## src/rtl/tt_sweep_pkg.sv

```systemverilog
// Shared types and constants for the truth-table sweep checker.
package tt_sweep_pkg;

  // Width of the vector index driven onto {a,b,c,d}.
  localparam int IDX_W = 4;

  // Width of the settle down-counter; holds SETTLE_CYC values up to 15.
  localparam int CNT_W = 4;

  // Golden truth tables for the reference circuit.
  // e is indexed by {a,b,c}, f = e & d is indexed by {a,b,c,d}.
  localparam logic [7:0]  EXP_E_DEF = 8'hD5;
  localparam logic [15:0] EXP_F_DEF = 16'hA222;

  typedef enum logic [1:0] {
    ST_IDLE,
    ST_DRIVE,
    ST_SAMPLE,
    ST_DONE
  } state_t;

endpackage

```

## src/rtl/tt_settle_timer.sv

```systemverilog
// Down-counter that sets how long each stimulus vector is driven before sampling.
// load reloads SETTLE_CYC; expired is high during the last settle cycle.
module tt_settle_timer
  import tt_sweep_pkg::*;
#(
  parameter int SETTLE_CYC = 1
) (
  input  logic clk,
  input  logic rst_n,
  input  logic load,
  input  logic en,
  output logic expired
);

  localparam logic [CNT_W-1:0] LOAD_VAL = CNT_W'(SETTLE_CYC);

  logic [CNT_W-1:0] cnt;

  // Reload on vector entry, then count down while the vector is being driven.
  // NOTE: every clocked state update uses <= so all flops see pre-edge values.
  always_ff @(posedge clk or negedge rst_n) begin
    if (!rst_n) begin
      cnt <= '0;
    end else if (load) begin
      cnt <= LOAD_VAL;
    end else if (en && (cnt != '0)) begin
      cnt <= cnt - 1'b1;
    end
  end

  assign expired = (cnt == CNT_W'(1));

endmodule

```

## config.mk

```make
export PLATFORM = sky130hd
export DESIGN_NAME = tt_settle_timer
export DESIGN_NICKNAME = d
export VERILOG_FILES = /design/src/rtl/tt_sweep_pkg.sv /design/src/rtl/tt_settle_timer.sv
export SDC_FILE = /design/constraint.sdc
export NUM_CORES = 1
export LEC_CHECK = 0
export CORE_AREA = 2 2 39 41
export DETAILED_ROUTE_END_ITERATION = 8
export DIE_AREA = 0 0 41 43
export GPL_ROUTABILITY_DRIVEN = 0
export GPL_TIMING_DRIVEN = 0
export PLACE_DENSITY = 0.36
export RECOVER_POWER = 100
export SYNTH_ARGS = -nofsm -noshare
export SYNTH_HDL_FRONTEND = slang
export SYNTH_SLANG_ARGS = --single-unit
```

## constraint.sdc

```tcl
create_clock -name clk -period 1.9 [get_ports clk]
set_input_delay 0.38 -clock clk [delete_from_list [all_inputs] [get_ports clk]]
set_output_delay 0.38 -clock clk [all_outputs]
set_load 0.02 [all_outputs]
```

==> results.sh, run 1 <==
export IMPL_finalClockSkew_ns=0.00416
export IMPL_ant_nets=0
export IMPL_crit_slowest_cell="dfrtp_1"
export IMPL_p_sw_mw=0.0878
export IMPL_drive_gt1_frac=0.212
export IMPL_powerDensity_mw_per_mm2=862
export IMPL_fin_crit_ns=1.69
export IMPL_crit_chain="inv_1 -> ha_1 -> and2_1 -> dlygate4sd2_1"
export IMPL_worst_slew_pin_slew_ns=0.448
export IMPL_clock_sinks=4
export IMPL_synth_top_area_share=0.388
export IMPL_largest_register="cnt"
export IMPL_vdd_ir_drop_worst_uv=454
export IMPL_htree_num_levels=1
export IMPL_maxSlewViolCount=0
export IMPL_leakage_nw=0.150
export IMPL_clock_latency_ns=0.24
export IMPL_pwr_share_seq=0.358
export IMPL_swShare=0.300
export IMPL_crit_path_max_incr_delay_ns=0.37
export IMPL_grt_max_degree=8
export IMPL_period_share=0.888
export IMPL_via_per_inst=4.18
export IMPL_largest_reg_flops=4
export IMPL_status="finished, final reports clean"
export IMPL_cts_setup_buffers=0
export IMPL_hold_path_class="input pin to async pin"
export IMPL_synth_mux_area_frac=0.0825
export IMPL_cap_violations=0
export IMPL_ctsHoldBuffers=0
export IMPL_cp_num_buf_inv=2
export IMPL_crit_family="buffers and inverters"
export IMPL_cp_arrival_ns=1.31
export IMPL_clk_pin_slew_worst_paths_ns=0.04
export IMPL_dr_wl_met3_um=63
export IMPL_power_share_clock=0.366
export IMPL_critPathRequiredTime_ns=1.52
export IMPL_core_area_mm2=0.00138
export IMPL_ys_ff_latch=4
export IMPL_cp_start_kind="flop"
export IMPL_io_pins=5
export IMPL_clockRootBuffer="clkbuf_4"
export IMPL_largest_registers="cnt: 4 flops"
export IMPL_antenna_found_initial=0
export IMPL_wl_met1_um=213
export IMPL_cts_tree="done"
export IMPL_crit_type="flop to output pin"
export IMPL_drc_errors=0
export IMPL_synth_nets=33
export IMPL_die_y_um=43
export IMPL_wl_met2_um=189
export IMPL_ys_warn_count=0
export IMPL_area_delta_synth_final_pct=31.6
export IMPL_yosys_top_cells_area="dfrtp_1, ha_1, nor2_1, or4b_4, inv_1"
export IMPL_highest_layer="met4"
export IMPL_syn_inst=26
export IMPL_synth_adder_area_share=0.146
export IMPL_stdcell_area_um2=339
export IMPL_hold_viol_final=0
export IMPL_setup_violations=0
export IMPL_ys_flop_type="dfrtp_1"
export IMPL_antenna_cells=0
export IMPL_route_vias_total=205
export IMPL_pwr_share_comb=0.275
export IMPL_rsz0062_at_grt="false"
export IMPL_async_reset_ff_frac=1.00
export IMPL_first_pass_iters=1
export IMPL_ctsResizeCount=1
export IMPL_wire_per_inst_um=9.80
export IMPL_grt_pass1_wl_um=869
export IMPL_synth_top_family_by_area="simple AND/OR/NAND/NOR gates"
export IMPL_syn_avg_cell_area_um2=9.91
export IMPL_numCtsBuffers=3
export IMPL_start_util=0.186
export IMPL_grt_usage=0.0846
export IMPL_rows=14
export IMPL_synth_edf_count=0
export IMPL_synth_cell_types=14
export IMPL_placed_area_um2=318
export IMPL_drt_total_wl_um=480
export IMPL_die_area_mm2=0.00176
export IMPL_synth_simple_area_share=0.180
export IMPL_end_kind="output pin"
export IMPL_synth_compound_area_frac=0.160
export IMPL_clock_path_buffers=2
export IMPL_crit_fanout=4
export IMPL_overflow=0
export IMPL_fillerInstances=147
export IMPL_maxSlewHeadroom=0.699
export IMPL_drtIter0Drc=0
export IMPL_grt_pass1_vias=218
export IMPL_setup_tns_ns=0
export IMPL_io_buffers=4
export IMPL_max_freq_mhz=593
export IMPL_syn_area_um2=258
export IMPL_die_width_um=41
export IMPL_synth_top_area_cell="dfrtp_1"
export IMPL_synth_most_common_cell="nor2_1"
export IMPL_p_int_mw=0.205
export IMPL_synth_top_cells_by_count="nor2_1, dfrtp_1, ha_1, inv_1"
export IMPL_final_nets=42
export IMPL_synth_xor_xnor_area_share=0
export IMPL_seq_area_frac_synth=0.388
==> worst reg2reg max path: cells and delay by family, from the launching register on <==
| kind | cells | cell delay [ns] |
|---|---|---|
| AOI/OAI and AO/OA | 1 | 0.38 |
| DFF | 1 | 0.39 |
| buffers and inverters | 1 | 0.10 |
| adders and majority gates | 1 | 0.21 |
| muxes | 1 | 0.39 |
==> final timing paths <==
kind / start / endpoint / slack, ns / depth (start not counted)
setup / recovery: cnt[1] / expired / 0.21 / 4
hold / removal: rst_n / cnt[3] / 0.41 / 1
setup reg to reg: cnt[0] / cnt[1] / 0.31 / 4
hold reg to reg: cnt[3] / cnt[3] / 0.55 / 2
max in group asynchronous: rst_n / cnt[1] / 1.32 / 1
min in group clk: cnt[3] / cnt[3] / 0.55 / 2
==> final cells by class <==
cell class / count / area (um2) / area share
Inverter: 3 / 11.3 / 0.0332
Sequential cell: 4 / 100 / 0.295
Tap cell: 16 / 20.0 / 0.0590
Multi-Input combinational cell: 19 / 146 / 0.432
Timing Repair Buffer: 4 / 38.8 / 0.114
Clock buffer: 3 / 22.5 / 0.0664
==> power by group through the flow <==
stage / registers (mW) / clock network, mW / logic [mW]
after floorplan: 0.103 / 0 / 0.0564
after global placement: 0.106 / 0 / 0.0881
after detailed placement: 0.106 / 0 / 0.0887
after CTS: 0.105 / 0.114 / 0.0834
after global routing: 0.107 / 0.119 / 0.0913
final: 0.105 / 0.107 / 0.0805
==> logic make-up (layout without fill, tap and decap cells) <==
family	Yosys count	in the layout
mux	2	2
buf+inv	3	10
simple gates	9	9
fa+ha+maj	3	3
flops	4	4
compound gates	5	5
==> per-layer routing <==
metal | vias to the layer above | track usage
met4 | 0 | 0.0600
met1 | 90 | 0.0812
met3 | 5 | 0.0942
met5 | - | 0
li1 | 103 | -
met2 | 7 | 0.100
==> metrics by stage <==
stage / hold WS [ns] / power, mW / utilization / cells / setup slack, ns
2_1_floorplan: 0.0844 / 0.160 / - / 26 / 0.462
3_3_place_gp: 0.547 / 0.195 / 0.230 / 46 / 0.0532
3_5_place_dp: 0.543 / 0.195 / 0.230 / 46 / 0.0510
4_1_cts: 0.336 / 0.302 / 0.245 / 49 / 0.192
5_1_grt: 0.417 / 0.317 / 0.245 / 49 / 0.120
6_report: 0.407 / 0.292 / 0.245 / 49 / 0.214
==> cell usage in the layout, fill, tap and decap left out <==
cell / synthesis / final
inv_1: 3 / 3
dlygate4sd2_1: 0 / 1
nand2_1: 1 / 1
mux2_2: 1 / 1
or4b_4: 1 / 1
mux2i_1: 1 / 1
a21boi_0: 1 / 1
dlygate4sd3_1: 0 / 2
nor2_1: 6 / 6
ha_1: 3 / 3
dfrtp_1: 4 / 4
a31o_2: 1 / 1
and2_1: 1 / 1
a21oi_2: 1 / 1
clkbuf_4: 0 / 3
a211o_1: 1 / 1
a211oi_1: 1 / 1
clkdlybuf4s50_1: 0 / 1
(Power assumes the default switching activity.)
==> run 2: changes to the inputs <==
- TNS_END_PERCENT: not set -> 30
- clock period: 1.9 -> 1.6 ns (I/O delays scaled with it)
==> results.sh, run 2 (synthesized netlist as in run 1, its figures left out) <==
export IMPL_hold_path_class="input pin to async pin"
export IMPL_drt_total_wl_um=482
export IMPL_final_core_util=0.244
export IMPL_dp_cells=46
export IMPL_cts_tree="done"
export IMPL_die_width_um=41
export IMPL_cp_start_kind="input pin"
export IMPL_clockRootBuffer="clkbuf_4"
export IMPL_crit_chain="clkdlybuf4s50_1 -> or4b_1 -> a211o_1 -> a21oi_2"
export IMPL_wire_per_inst_um=9.84
export IMPL_crit_family="buffers and inverters"
export IMPL_crit_type="input pin to flop"
export IMPL_max_freq_mhz=649
export IMPL_setup_violations=0
export IMPL_post_place_ws_ns=-0.189
export IMPL_powerDensity_mw_per_mm2=1040
export IMPL_drtIter0Drc=0
export IMPL_via_per_inst=4.20
export IMPL_htree_num_levels=1
export IMPL_largest_reg_flops=4
export IMPL_core_area_mm2=0.00138
export IMPL_worst_slew_pin_slew_ns=0.305
export IMPL_crit_cells=4
export IMPL_critPathRequiredTime_ns=1.77
export IMPL_ctsHoldBuffers=0
export IMPL_status="finished, final reports clean"
export IMPL_period_share=0.963
export IMPL_crit_slowest_cell="clkdlybuf4s50_1"
export IMPL_power_mw=0.350
export IMPL_r2r_start="cnt[0]"
export IMPL_io_buffers=4
export IMPL_vdd_ir_drop_worst_uv=538
export IMPL_clock_path_buffers=2
export IMPL_ant_nets=0
export IMPL_fillerInstances=149
export IMPL_r2r_setup_slack_ns=0.14
export IMPL_setup_tns_ns=0
export IMPL_antenna_cells=0
export IMPL_drive_gt1_frac=0.242
export IMPL_maxSlewViolCount=0
export IMPL_multiInputGateArea_um2=143
export IMPL_grt_max_degree=8
export IMPL_grt_usage=0.0846
export IMPL_die_area_mm2=0.00176
export IMPL_crit_start="en"
export IMPL_io_pins=5
export IMPL_route_vias_total=206
export IMPL_antenna_found_initial=0
export IMPL_start_util=0.186
export IMPL_layout_common_cells="nor2_1, dfrtp_1, ha_1, clkbuf_4"
export IMPL_grt_pass1_vias=218
export IMPL_clk_pin_slew_worst_paths_ns=0.04
export IMPL_reg2reg_to="cnt[1]"
export IMPL_largest_registers="cnt: 4 flops"
export IMPL_numCtsBuffers=3
export IMPL_cp_arrival_ns=1.71
export IMPL_largest_register="cnt"
export IMPL_finalNonFillerCells=49
export IMPL_hold_viol_final=0
export IMPL_maxSlewHeadroom=0.796
export IMPL_end_kind="flop"
export IMPL_reg2reg_depth=4
export IMPL_area_delta_synth_final_pct=31.1
export IMPL_fin_crit_ns=1.54
export IMPL_clock_sinks=4
export IMPL_die_y_um=43
export IMPL_crit_path_max_incr_delay_ns=0.50
export IMPL_cap_violations=0
export IMPL_grt_pass1_wl_um=869
export IMPL_first_pass_iters=1
export IMPL_fin_ws_ns=0.0599
export IMPL_leakage_nw=0.150
export IMPL_finalClockSkew_ns=0.00419
export IMPL_overflow=0
export IMPL_final_common_cell="nor2_1"
export IMPL_seq_area_um2=100
export IMPL_cp_num_buf_inv=1
export IMPL_final_nets=42
export IMPL_rows=14
export IMPL_crit_fanout=3
export IMPL_rsz0062_at_grt="false"
export IMPL_drc_errors=0
export IMPL_clock_latency_ns=0.24
## run 2: metal layers
metal  routed length (um)  track usage  vias up  share of wire
met5                    0            0        -              0
met4                   13       0.0600        0          0.027
met3                   63       0.0942        5           0.13
met2                  190        0.100        7           0.39
met1                  215       0.0812       91           0.45
li1                     -            -      103              -
## run 2: worst register-to-register path, stage by stage (launching register included)
cell and delay, ns:
dfrtp_1 0.39, inv_1 0.10, ha_1 0.21, a21boi_1 0.27, mux2_2 0.37
## run 2: power breakdown
| part | total (mW) | switching, mW | leakage (nW) | internal, mW |
|---|---|---|---|---|
| Clock | 0.127 | 0.0430 | 0.0138 | 0.0840 |
| Sequential | 0.124 | 0.0105 | 0.0512 | 0.114 |
| Combinational | 0.0989 | 0.0510 | 0.0847 | 0.0479 |
## run 2: cell type report
class,count,area share
tap,16,0.0593
multi-input combinational,19,0.422
clock buffer,3,0.0667
inverter,3,0.0333
sequential,4,0.296
timing repair buffer,4,0.122
## run 2: how the worst max path moves through the flow
stage	end	slack [ns]
floorplan	cnt[1]	0.16
global placement	cnt[3]	-0.19
detailed placement	cnt[3]	-0.19
CTS	expired	0.02
global route	expired	0.02
finish	cnt[3]	0.06
## run 2: timing repair
action,4_1_cts,5_1_grt
cloned,0,0
gates resized for setup,4,1
endpoints found under the setup margin,2,1
setup buffers,0,0
## run 2: through the flow
step	hold WS [ns]	instance area, um2
6_report	0.351	338
5_1_grt	0.357	338
4_1_cts	0.276	342
3_5_place_dp	0.537	318
3_3_place_gp	0.532	318
2_1_floorplan	0.0244	258
